### config.mk
export PLATFORM = sky130hd
export DESIGN_NAME = fetch_sequencer
export DESIGN_NICKNAME = d
export VERILOG_FILES = /design/src/rtl/fetch_pkg.sv /design/src/rtl/inst_assembler.sv /design/src/rtl/fetch_sequencer.sv
export SDC_FILE = /design/constraint.sdc
export NUM_CORES = 1
export LEC_CHECK = 0
export BUFFER_PORTS_ARGS = -buffer_cell sky130_fd_sc_hd__buf_2
export CORE_UTILIZATION = 49
export DETAILED_ROUTE_END_ITERATION = 10
export PLACE_DENSITY_LB_ADDON = 0.15
export SYNTH_ARGS = -nofsm -noshare
export SYNTH_HDL_FRONTEND = slang
export SYNTH_HIERARCHICAL = 1
export SYNTH_SLANG_ARGS = --single-unit
### constraint.sdc
create_clock -name clk -period 1.9 [get_ports clk]
set_clock_uncertainty 0.05 [all_clocks]
set_input_delay 0.19 -clock clk [delete_from_list [all_inputs] [get_ports clk]]
set_output_delay 0.19 -clock clk [all_outputs]
set_load 0.005 [all_outputs]
### src/rtl/fetch_pkg.sv
// Shared constants for the instruction-fetch sequencer: FSM state codes and
// instruction geometry.
package fetch_pkg;

  localparam logic [1:0] S_ISSUE = 2'd0;
  localparam logic [1:0] S_DRAIN = 2'd1;
  localparam logic [1:0] S_HOLD  = 2'd2;
  localparam logic [1:0] S_FAULT = 2'd3;

  localparam int BYTES_PER_INST = 4;
  localparam int INST_W         = 32;
  localparam int PC_STEP        = 4;

endpackage

### src/rtl/inst_assembler.sv
// Shifts returning memory bytes in MSB-first; word_next is the big-endian word
// formed by the three held bytes plus the byte currently on byte_in.
module inst_assembler
  import fetch_pkg::*;
(
  input  logic              clk,
  input  logic              rst_n,
  input  logic              clr,
  input  logic              shift_en,
  input  logic [7:0]        byte_in,
  output logic [INST_W-1:0] word_next
);

  // Only three bytes are stored; the fourth is taken live from byte_in.
  logic [INST_W-9:0] shreg;

  assign word_next = {shreg, byte_in};

  always_ff @(posedge clk or negedge rst_n) begin
    if (!rst_n) begin
      shreg <= '0;
    end else if (clr) begin
      shreg <= '0;
    end else if (shift_en) begin
      shreg <= {shreg[INST_W-17:0], byte_in};
    end
  end

endmodule

### src/rtl/fetch_sequencer.sv
// Instruction-fetch controller: four byte reads per instruction, big-endian
// assembly, valid/ready hand-off to decode. FETCH_MISALIGN_TRAP_EN enables the
// misaligned-redirect FAULT state.
module fetch_sequencer
  import fetch_pkg::*;
#(
  parameter int          ADDR_W   = 8,
  parameter logic [31:0] RESET_PC = 32'h0
) (
  input  logic              clk,
  input  logic              rst_n,
  output logic              mem_rd,
  output logic [ADDR_W-1:0] mem_addr,
  input  logic [7:0]        mem_rdata,
  input  logic              redirect_valid,
  input  logic [31:0]       redirect_pc,
  output logic              inst_valid,
  input  logic              inst_ready,
  output logic [31:0]       inst,
  output logic [31:0]       inst_pc,
  output logic              fault,
  output logic [1:0]        dbg_state
);

  // Handshake: inst is transferred on a rising edge where inst_valid and
  // inst_ready are both 1; inst/inst_pc do not change while inst_valid=1 and
  // inst_ready=0. A redirect on that same edge overrides the handshake.

  logic [1:0]        state;
  logic [1:0]        cnt;
  logic [31:0]       pc;
  logic              pending;
  logic              redir_bad;
  logic              go;
  logic              issue;
  logic [31:0]       pc_eff;
  logic [1:0]        cnt_eff;
  logic [INST_W-1:0] word_next;

  assign dbg_state = state;

`ifdef FETCH_MISALIGN_TRAP_EN
  assign redir_bad = redirect_valid && (redirect_pc[1:0] != 2'b00);
`else
  assign redir_bad = 1'b0;
`endif

  // A restart (redirect or accepted instruction) issues byte 0 on the same edge.
  always_comb begin
    go      = 1'b0;
    pc_eff  = pc;
    cnt_eff = cnt;
    if (redirect_valid) begin
      if (!redir_bad) begin
        go      = 1'b1;
        pc_eff  = redirect_pc;
        cnt_eff = 2'd0;
      end
    end else if (state == S_HOLD && inst_ready) begin
      go      = 1'b1;
      pc_eff  = pc + 32'(PC_STEP);
      cnt_eff = 2'd0;
    end
    issue = go || (state == S_ISSUE && !redirect_valid);
  end

  inst_assembler u_asm (
    .clk       (clk),
    .rst_n     (rst_n),
    .clr       (redirect_valid),
    .shift_en  (pending),
    .byte_in   (mem_rdata),
    .word_next (word_next)
  );

  always_ff @(posedge clk or negedge rst_n) begin
    if (!rst_n) begin
      state      <= S_ISSUE;
      cnt        <= 2'd0;
      pc         <= RESET_PC;
      pending    <= 1'b0;
      mem_rd     <= 1'b0;
      mem_addr   <= '0;
      inst_valid <= 1'b0;
      inst       <= '0;
      inst_pc    <= '0;
      fault      <= 1'b0;
    end else begin
      // A read issued before a redirect returns its byte next cycle; drop it.
      pending <= mem_rd && !redirect_valid;
      mem_rd  <= issue;
      if (issue) begin
        mem_addr <= pc_eff[ADDR_W-1:0] + ADDR_W'(cnt_eff);
        pc       <= pc_eff;
        cnt      <= cnt_eff + 2'd1;
        state    <= (cnt_eff == 2'(BYTES_PER_INST - 1)) ? S_DRAIN : S_ISSUE;
      end
      if (redirect_valid) begin
        inst_valid <= 1'b0;
        fault      <= redir_bad;
        if (redir_bad) begin
          state <= S_FAULT;
          cnt   <= 2'd0;
        end
      end else begin
        case (state)
          S_DRAIN: begin
            if (cnt == 2'd1) begin
              inst       <= word_next;
              inst_pc    <= pc;
              inst_valid <= 1'b1;
              state      <= S_HOLD;
              cnt        <= 2'd0;
            end else begin
              cnt <= 2'd1;
            end
          end
          S_HOLD: begin
            if (inst_ready) inst_valid <= 1'b0;
          end
          default: ;
        endcase
      end
    end
  end

endmodule

==> results of run 1 <==
-- flip-flops by register name, indices dropped and copies added, names as in the netlist --
| register | cells |
|---|---|
| mem_rd | 1 |
| u_asm/shreg | 24 |
| pending | 1 |
| mem_addr | 8 |
| inst | 32 |
| pc | 32 |
| inst_pc | 32 |
| cnt | 2 |
| inst_valid | 1 |
| dbg_state | 2 |
-- power groups by stage --
| stage | Clock [mW] | Combinational, mW | Sequential, mW |
|---|---|---|---|
| CTS | 3.58 | 2.08 | 3.91 |
| floorplan | 0 | 0.989 | 3.96 |
| global placement | 0 | 1.95 | 3.92 |
| global route | 3.71 | 2.28 | 3.99 |
| detailed placement | 0 | 2.00 | 3.95 |
| finish | 3.52 | 2.06 | 3.91 |
-- synthesized netlist by cell type, types with 3 or more instances --
cell / count
dfrtp_1: 135
mux2_2: 70
nand2_1: 45
nor2_1: 33
mux2i_1: 24
xor2_1: 24
o21ai_0: 21
nand3_1: 13
buf_4: 12
clkbuf_1: 10
nand4_1: 9
a21oi_1: 8
o21ai_1: 8
and3_1: 7
inv_1: 6
xnor2_1: 6
and4_1: 5
buf_1: 4
ha_1: 4
buf_2: 3
nor2b_1: 3
-- area by class of cell --
type / count / area [um^2] / area share
tap: 143 / 179 / 0.0224
multi-input combinational: 305 / 2390 / 0.300
clock inverter: 8 / 143 / 0.0179
timing repair buffer: 198 / 1360 / 0.170
sequential: 135 / 3380 / 0.424
inverter: 7 / 26.3 / 0.00330
clock buffer: 23 / 498 / 0.0625
-- what timing repair did --
| action | CTS | global route |
|---|---|---|
| hold endpoints to repair | 119 | 0 |
| pin swaps | 8 | 10 |
| hold buffers | 36 | 0 |
| gates resized for setup | 5 | 7 |
| endpoints found under the setup margin | 6 | 12 |
| buffers inserted | 1 | 2 |
-- critical path, cell delays in order, from the launching register on --
cell	delay (ns)
dfrtp_1	0.38
nand3b_4	0.18
buf_12	0.15
o21ai_0	0.29
a31oi_4	0.15
and4_4	0.23
a31o_2	0.25
a31oi_1	0.15
-- per-stage QoR --
step | TNS (ns) | hold slack, ns | util | setup slack [ns]
2_1_floorplan | -0.521 | -0.156 | - | -0.134
3_3_place_gp | 0 | 0.0739 | 0.595 | 0.00998
3_5_place_dp | -0.109 | 0.0709 | 0.595 | -0.0884
4_1_cts | 0 | 0.000762 | 0.684 | 0.00112
5_1_grt | -0.356 | 0.0286 | 0.686 | -0.0904
6_report | 0 | 0.0152 | 0.686 | 0.00206
-- path summary, 6_finish.rpt --
kind | end | depth (start not counted)
worst max-delay path | mem_addr[7] | 7
worst min-delay path | pc[2] | 3
worst max register to register | mem_addr[7] | 7
worst min register to register | inst_valid | 2
max in group asynchronous | inst[13] | 3
min in group asynchronous | u_asm/shreg[19] | 2
-- kinds of logic (layout without fill, tap and decap cells) --
group           count (synthesis)  after routing  share of synthesized area
mux                            94             94                      0.174
fa+ha+maj                       5              5                     0.0118
xor+xnor                       30             30                     0.0443
simple gates                  128            128                      0.112
other cells                     1              1                   0.000633
buf+inv                        40            236                     0.0405
compound gates                 47             47                     0.0467
flops                         135            135                      0.570
-- layer usage --
metal,track usage,up-vias,share of wire
met2,0.362,108,0.49
met5,0,-,0
met4,0.0933,0,0.016
met1,0.295,2133,0.46
li1,-,2020,-
met3,0.0512,16,0.042
==> impl_metrics.env, run 1 <==
export IMPL_yosysWarnings=6
export IMPL_areaGrowthSynthToFinish_pct=34.5
export IMPL_finalHoldViolCount=0
export IMPL_start_util=0.510
export IMPL_vias=4277
export IMPL_ys_seq_area_frac=0.570
export IMPL_p_per_area_nw_per_um2=1190
export IMPL_nNetsFinal=713
export IMPL_routed_wl_mm=13.1
export IMPL_synthArstFlopShare=1.00
export IMPL_boundaryPins=121
export IMPL_post_dp_hpwl_mm=8.55
export IMPL_synth_nets=529
export IMPL_htreeDepth=4
export IMPL_crit_path_max_fanout=8
export IMPL_gp_congestion=0.789
export IMPL_required_ns=2.19
export IMPL_worstHoldStart="redirect_pc[2]"
export IMPL_synth_area_per_cell_um2=12.3
export IMPL_synth_top_area_frac=0.570
export IMPL_synthFlopType="dfrtp_1"
export IMPL_synth_seq_cells=135
export IMPL_cts_sinks=135
export IMPL_dp_cells=749
export IMPL_grt_overflow=0
export IMPL_dr_pass1_iters=9
export IMPL_io_buffers=119
export IMPL_dpl_cell_area_um2=6910
export IMPL_core_area_um2=11600
export IMPL_power_leakage_nw=4.00
export IMPL_drc=9
export IMPL_clk_latency_ns=0.42
export IMPL_crit_type="register to register"
export IMPL_yosys_area_top_type="dfrtp_1"
export IMPL_die_height_um=112
export IMPL_layout_drive_gt1_share=0.425
export IMPL_final_common_cell="dfrtp_1"
export IMPL_synth_area_um2=5930
export IMPL_num_fill_cells=865
export IMPL_fin_cells=819
export IMPL_grt_total_usage=0.225
export IMPL_min_path_type="input port to register"
export IMPL_die_w_um=112
export IMPL_diodes=0
export IMPL_grt_pass1_vias=4380
export IMPL_stdcell_area_um2=7970
export IMPL_r2r_start="dbg_state[0]"
export IMPL_drv_slew=0
export IMPL_avgRoutedWirePerCell_um=16.0
export IMPL_p_int_mw=7.06
export IMPL_fin_crit_sh=0.999
export IMPL_worstPathArrival_ns=2.19
export IMPL_swShare=0.256
export IMPL_ff2ff_setup_slack_ns=0.002
export IMPL_status="complete, but fails checks"
export IMPL_synth_cell_types=46
export IMPL_ir_drop_v=0.000788
export IMPL_clk_pin_slew_ns=0.06
export IMPL_p_comb_frac=0.217
export IMPL_power_switching_mw=2.43
export IMPL_mostFrequentLayoutCells="dfrtp_1 (134), buf_2 (118), mux2_2 (68), nand2_1 (44)"
export IMPL_core_rowCount=39
export IMPL_crit_path_end_kind="register"
export IMPL_grt_start_max_net_pins=47
export IMPL_finalSetupViolCount=0
export IMPL_clk_path_buf_depth=2
export IMPL_grt_pass1_wl_mm=21.8
export IMPL_rsz0062_at_grt="true"
export IMPL_drtIter0Drc=201
export IMPL_violations="design-rule violations"
export IMPL_pwr_share_seq=0.411
export IMPL_cap_viol_max_count=0
export IMPL_max_freq_mhz=527
export IMPL_synth_edf_count=0
export IMPL_synth_cells=480
export IMPL_synth_area_top_cells="dfrtp_1 (57%), mux2_2 (13%), mux2i_1 (4.1%), xor2_1 (3.5%), nand2_1 (2.9%)"
export IMPL_worstSetupStartpointType="register"
export IMPL_die_area_um2=12500
export IMPL_numCtsBuffers=17
export IMPL_p_total_mw=9.50
export IMPL_cts_tree="yes"
export IMPL_clock_power_share=0.371
export IMPL_viasPerCell=5.22
export IMPL_period_needed_ns=1.90
export IMPL_final_antenna_net_count=0
export IMPL_clockRootBuffer="clkbuf_16"
export IMPL_crit_path_start="dbg_state[0]"
export IMPL_grt_antenna_before_repair=0
Power figures use the tool's default switching activity.
==> inputs of run 2 (changes only) <==
--- a/config.mk
+++ b/config.mk
@@ -6,7 +6,9 @@
 export NUM_CORES = 1
 export LEC_CHECK = 0
 export BUFFER_PORTS_ARGS = -buffer_cell sky130_fd_sc_hd__buf_2
-export CORE_UTILIZATION = 49
+export CELL_PAD_IN_SITES_DETAIL_PLACEMENT = 1
+export CELL_PAD_IN_SITES_GLOBAL_PLACEMENT = 1
+export CORE_UTILIZATION = 39
 export DETAILED_ROUTE_END_ITERATION = 10
 export PLACE_DENSITY_LB_ADDON = 0.15
 export SYNTH_ARGS = -nofsm -noshare
==> constraint.sdc (replaced) <==
create_clock -name clk -period 1.7 [get_ports clk]
set_clock_uncertainty 0.05 [all_clocks]
set_input_delay 0.17 -clock clk [delete_from_list [all_inputs] [get_ports clk]]
set_output_delay 0.17 -clock clk [all_outputs]
set_load 0.005 [all_outputs]
==> run 2 against run 1 <==
Effect of this change: the run ends with design-rule violations, negative setup slack left; worst hold slack better by 0.0069 ns; sequential share of layout area decreased by 2.5 points; design area is 6.1% higher; critical path depth stayed put; sequential power increased by 12%; total power rose by 12%; count of clock-buffer cells in the layout shrank 3; clock power grew 2%; non-clock buffer count grew 36; critical endpoint unchanged.
==> impl_metrics.env, run 2 (synthesized netlist as in run 1, its figures left out) <==
export IMPL_status="complete, but fails checks"
export IMPL_violations="design-rule violations, negative setup slack"
export IMPL_core_area_um2=14700
export IMPL_finalSetupViolCount=45
export IMPL_core_rowCount=44
export IMPL_holdPathStages=2
export IMPL_worstSetupStartpointType="register"
export IMPL_drv_slew=0
export IMPL_drc=8
export IMPL_p_total_mw=10.6
export IMPL_drtIter0Drc=168
export IMPL_grt_start_max_net_pins=60
export IMPL_ff2ff_setup_slack_ns=-0.32
export IMPL_cts_tree="yes"
export IMPL_die_area_um2=15700
export IMPL_dr_pass1_iters=7
export IMPL_finalHoldViolCount=0
export IMPL_dpl_cell_area_um2=7200
export IMPL_slew_headroom=0.595
export IMPL_hold_path_end="inst[7]"
export IMPL_die_height_um=125
export IMPL_grt_pass1_wl_mm=26.3
export IMPL_max_freq_mhz=495
export IMPL_required_ns=1.98
export IMPL_numCtsBuffers=17
export IMPL_viasPerCell=5.03
export IMPL_power_leakage_nw=4.22
export IMPL_nNetsFinal=749
export IMPL_r2r_start="pc[2]"
export IMPL_ir_drop_v=0.000733
export IMPL_start_util=0.403
export IMPL_boundaryPins=121
export IMPL_rr_worst_depth=7
export IMPL_routed_wl_mm=16.3
export IMPL_grt_antenna_before_repair=0
export IMPL_reg_top3="inst: 32 flops, inst_pc: 32 flops, pc: 32 flops"
export IMPL_areaGrowthSynthToFinish_pct=42.8
export IMPL_postLayoutCoreUtil=0.576
export IMPL_min_path_type="input port to register"
export IMPL_worstMarginPinSlew_ns=0.608
export IMPL_rsz0062_at_grt="true"
export IMPL_worst_slack_ns=-0.322
export IMPL_mostFrequentLayoutCells="dfrtp_1 (135), buf_2 (118), mux2_2 (66), buf_4 (56), nand2_1 (41)"
export IMPL_stdcell_area_um2=8460
export IMPL_htreeDepth=4
export IMPL_clockRootBuffer="clkbuf_16"
export IMPL_grt_pass1_vias=4942
export IMPL_crit_path_end_kind="register"
export IMPL_diodes=0
export IMPL_avgRoutedWirePerCell_um=18.2
export IMPL_crit_path_max_fanout=3
export IMPL_die_w_um=125
export IMPL_fin_crit_sh=1.19
export IMPL_vias=4508
export IMPL_clk_path_buf_depth=2
export IMPL_crit_type="register to register"
export IMPL_grt_overflow=0
export IMPL_layout_drive_gt1_share=0.470
export IMPL_cts_sinks=135
export IMPL_gp_congestion=0.797
export IMPL_regToRegEndpoint="mem_addr[7]"
export IMPL_post_dp_hpwl_mm=10.4
export IMPL_worstHoldStart="mem_rdata[7]"
export IMPL_worstPathArrival_ns=2.30
export IMPL_cap_viol_max_count=0
export IMPL_dp_cells=817
export IMPL_final_common_cell="dfrtp_1"
export IMPL_clk_pin_slew_ns=0.06
export IMPL_clk_latency_ns=0.42
export IMPL_period_needed_ns=2.02
export IMPL_grt_total_usage=0.218
export IMPL_fin_cells=897
export IMPL_p_per_area_nw_per_um2=1260
export IMPL_io_buffers=119
export IMPL_final_antenna_net_count=0
==> run 2: layout make-up <==
class,count,area (um^2)
inverters,7,26.3
fillers,1526,6240
clock buffers,20,447
well taps,184,230
clock inverters,12,128
multi-input cells,305,2480
flip-flops and latches,135,3380
repair buffers,234,1770
==> run 2: critical path, stage by stage, from the launching register on <==
cell and delay [ns]:
dfrtp_1 0.43, ha_4 0.17, inv_2 0.06, or3_4 0.41, a31oi_4 0.25, and4_4 0.27
nand4_1 0.08, a31oi_1 0.20
==> run 2: worst max-delay path by stage <==
| stage | startpoint | slack (ns) | end | cells past startpoint |
|---|---|---|---|---|
| after floorplan | redirect_valid | -0.31 | mem_addr[6] | 11 |
| after global placement | dbg_state[0] | -0.20 | mem_addr[6] | 9 |
| after detailed placement | dbg_state[0] | -0.28 | mem_addr[7] | 7 |
| after CTS | pc[3] | -0.26 | mem_addr[7] | 7 |
| after global routing | dbg_state[0] | -0.37 | mem_addr[6] | 8 |
| final | pc[2] | -0.32 | mem_addr[7] | 7 |
==> run 2: where the power goes <==
part           switching [mW]  internal (mW)  leakage, nW  total, mW
clock                    1.39           2.19        0.272       3.58
sequential              0.443           3.95         1.73       4.39
combinational            1.15           1.51         2.22       2.66
==> run 2: stage by stage <==
stage	setup TNS, ns	hold WS, ns	worst slack [ns]
final	-3.56	0.0220	-0.322
after global placement	-3.75	0.0788	-0.198
after detailed placement	-6.37	0.0824	-0.285
after CTS	-2.62	0.00415	-0.260
after floorplan	-3.10	-0.176	-0.314
after global routing	-8.42	0.0163	-0.375
==> run 2: repair_timing <==
action,in CTS,in global routing
endpoints found under the hold margin,79,0
endpoints found under the setup margin,88,95
gates resized for setup,21,25
hold buffers,35,0
pin swaps,15,15
gates cloned,3,0
setup buffers,9,3
==> run 2: layer usage <==
layer | global-route usage | up-vias | wire length [um]
met5 | 0 | - | 0
met4 | 0.0882 | 0 | 321
met3 | 0.0411 | 26 | 528
met2 | 0.380 | 96 | 8470
met1 | 0.265 | 2292 | 7010
li1 | - | 2094 | -
==> inputs of run 3 (changes only) <==
--- a/config.mk
+++ b/config.mk
@@ -8,6 +8,7 @@
 export BUFFER_PORTS_ARGS = -buffer_cell sky130_fd_sc_hd__buf_2
 export CELL_PAD_IN_SITES_DETAIL_PLACEMENT = 1
 export CELL_PAD_IN_SITES_GLOBAL_PLACEMENT = 1
+export CORE_MARGIN = 10
 export CORE_UTILIZATION = 39
 export DETAILED_ROUTE_END_ITERATION = 10
 export PLACE_DENSITY_LB_ADDON = 0.15
==> run 3 against run 2 <==
Effect of this change: sequential cell count did not move; sequential share of layout area is 0.52 points higher; sequential power about the same; count of clock-buffer cells in the layout increased by 2; design area down 1.3%; global-route usage shrank 5.5 points; cell count fell by 0.67%; wire length about the same; the run ends with negative setup slack left; first-iteration DRC count is 21% lower; total power increased by 1.4%.
==> impl_metrics.env, run 3 (synthesized netlist as in run 1, its figures left out) <==
export IMPL_r2r_start="dbg_state[0]"
export IMPL_finalSetupTns_ns=-2.73
export IMPL_clk_latency_ns=0.41
export IMPL_max_freq_mhz=508
export IMPL_mostFrequentLayoutCells="dfrtp_1 (135), buf_2 (118), mux2_2 (67), buf_4 (59), nand2_1 (40)"
export IMPL_clk_pin_slew_ns=0.06
export IMPL_gp_congestion=0.828
export IMPL_dpl_cell_area_um2=7180
export IMPL_p_total_mw=10.8
export IMPL_start_util=0.403
export IMPL_regToRegEndpoint="mem_addr[7]"
export IMPL_num_fill_cells=1522
export IMPL_use_met3=0.0494
export IMPL_post_dp_hpwl_mm=11.4
export IMPL_status="complete, but fails checks"
export IMPL_rsz0062_at_grt="true"
export IMPL_finalHoldViolCount=0
export IMPL_vias=4429
export IMPL_clk_path_buf_depth=2
export IMPL_fin_crit_sh=1.16
export IMPL_power_leakage_nw=4.20
export IMPL_worstSetupStartpointType="register"
export IMPL_areaGrowthSynthToFinish_pct=40.9
export IMPL_avgRoutedWirePerCell_um=18.3
export IMPL_rr_worst_depth=7
export IMPL_required_ns=1.93
export IMPL_final_antenna_net_count=0
export IMPL_numCtsBuffers=17
export IMPL_drtIter0Drc=133
export IMPL_die_area_um2=20500
export IMPL_crit_type="register to register"
export IMPL_grt_start_max_net_pins=45
export IMPL_core_area_um2=14700
export IMPL_nNetsFinal=743
export IMPL_hold_path_end="pc[5]"
export IMPL_crit_chain="nand3b_4 -> buf_6 -> or3_4 -> a31oi_4 -> and4_4 -> a31o_2 -> a31oi_1"
export IMPL_grt_pass1_wl_mm=26.6
export IMPL_crit_path_max_fanout=6
export IMPL_htreeDepth=4
export IMPL_final_common_cell="dfrtp_1"
export IMPL_die_w_um=143
export IMPL_grt_met1_usage=0.193
export IMPL_ff2ff_setup_slack_ns=-0.27
export IMPL_clockRootBuffer="clkbuf_16"
export IMPL_reg_top3="inst: 32 flops, inst_pc: 32 flops, pc: 32 flops"
export IMPL_cpPeakStageDelay_ns=0.38
export IMPL_ir_drop_v=0.000659
export IMPL_cts_tree="yes"
export IMPL_holdPathStages=3
export IMPL_finalSetupViolCount=19
export IMPL_crit_path_end_kind="register"
export IMPL_violations="negative setup slack"
export IMPL_layout_drive_gt1_share=0.466
export IMPL_drc=0
export IMPL_boundaryPins=121
export IMPL_die_height_um=143
export IMPL_grt_overflow=0
export IMPL_stdcell_area_um2=8350
export IMPL_worst_slack_ns=-0.267
export IMPL_worst_path_max_delay_cell="dfrtp_1"
export IMPL_viasPerCell=4.97
export IMPL_min_path_type="input port to register"
export IMPL_cap_viol_max_count=0
export IMPL_grt_pass1_vias=5026
export IMPL_routed_wl_mm=16.3
export IMPL_whs_ns=0.0119
export IMPL_core_rowCount=44
export IMPL_gr_max_usage_layer="met2"
export IMPL_p_per_area_nw_per_um2=1290
export IMPL_io_buffers=119
export IMPL_worstHoldStart="redirect_pc[5]"
export IMPL_cts_sinks=135
export IMPL_grt_antenna_before_repair=1
export IMPL_grt_total_usage=0.163
export IMPL_worstPathArrival_ns=2.20
export IMPL_drv_slew=0
export IMPL_dr_pass1_iters=4
export IMPL_grt_use_met2=0.275
export IMPL_period_needed_ns=1.97
==> run 3: cell types whose count changed in the layout (fill, tap and decap cells not counted), sizes merged <==
cell and delta:
buf -7, clkinvlp -4, bufinv +2, clkbuf +2, diode +1, dlygate4sd3 +1, inv -1
==> run 3: stage by stage <==
stage	setup WS, ns	utilization	std cells
final	-0.267	0.568	891
after global routing	-0.320	0.568	891
after CTS	-0.251	0.562	888
after detailed placement	-0.282	0.489	816
after global placement	-0.209	0.489	816
after floorplan	-0.314	-	480
==> run 3: worst max-delay path by stage <==
stage	start	endpoint	cells after the start
6_report	dbg_state[0]	mem_addr[7]	7
5_1_grt	dbg_state[0]	mem_addr[4]	10
4_1_cts	dbg_state[0]	mem_addr[7]	7
3_5_place_dp	pc[2]	mem_addr[7]	7
3_3_place_gp	pc[2]	mem_addr[7]	7
2_1_floorplan	redirect_valid	mem_addr[6]	11
==> run 3: area by class of cell <==
cell class	count	area (um^2)	share of cell area
Sequential cell	135	3380	0.405
Tap cell	184	230	0.0276
Timing Repair Buffer	228	1620	0.193
Inverter	7	28.8	0.00345
Clock buffer	22	464	0.0556
Antenna cell	1	2.50	0.000300
Multi-Input combinational cell	305	2480	0.297
Clock inverter	9	149	0.0178
==> run 3: routing by layer <==
metal  vias to the layer above  part of all wire
li1                       2084                 -
met1                      2229              0.43
met2                        96              0.50
met3                        20             0.055
met4                         0             0.014
met5                         -                 0
==> run 3: critical path: cells and delay by family, from the launching register on <==
family	cells	cell delay [ns]
simple gates	3	0.81
compound gates	3	0.44
flops	1	0.38
buf+inv	1	0.15
==> run 3: power by group <==
part           switching [mW]  internal, mW
sequential              0.413          3.95
combinational            1.14          1.43
clock                    1.33          2.52
==> run 3: repair_timing <==
action	CTS	global route
hold buffers	36	0
pin swaps	24	14
hold endpoints to repair	144	0
setup endpoints to repair	22	91
setup buffers	6	3
gates resized for setup	15	21
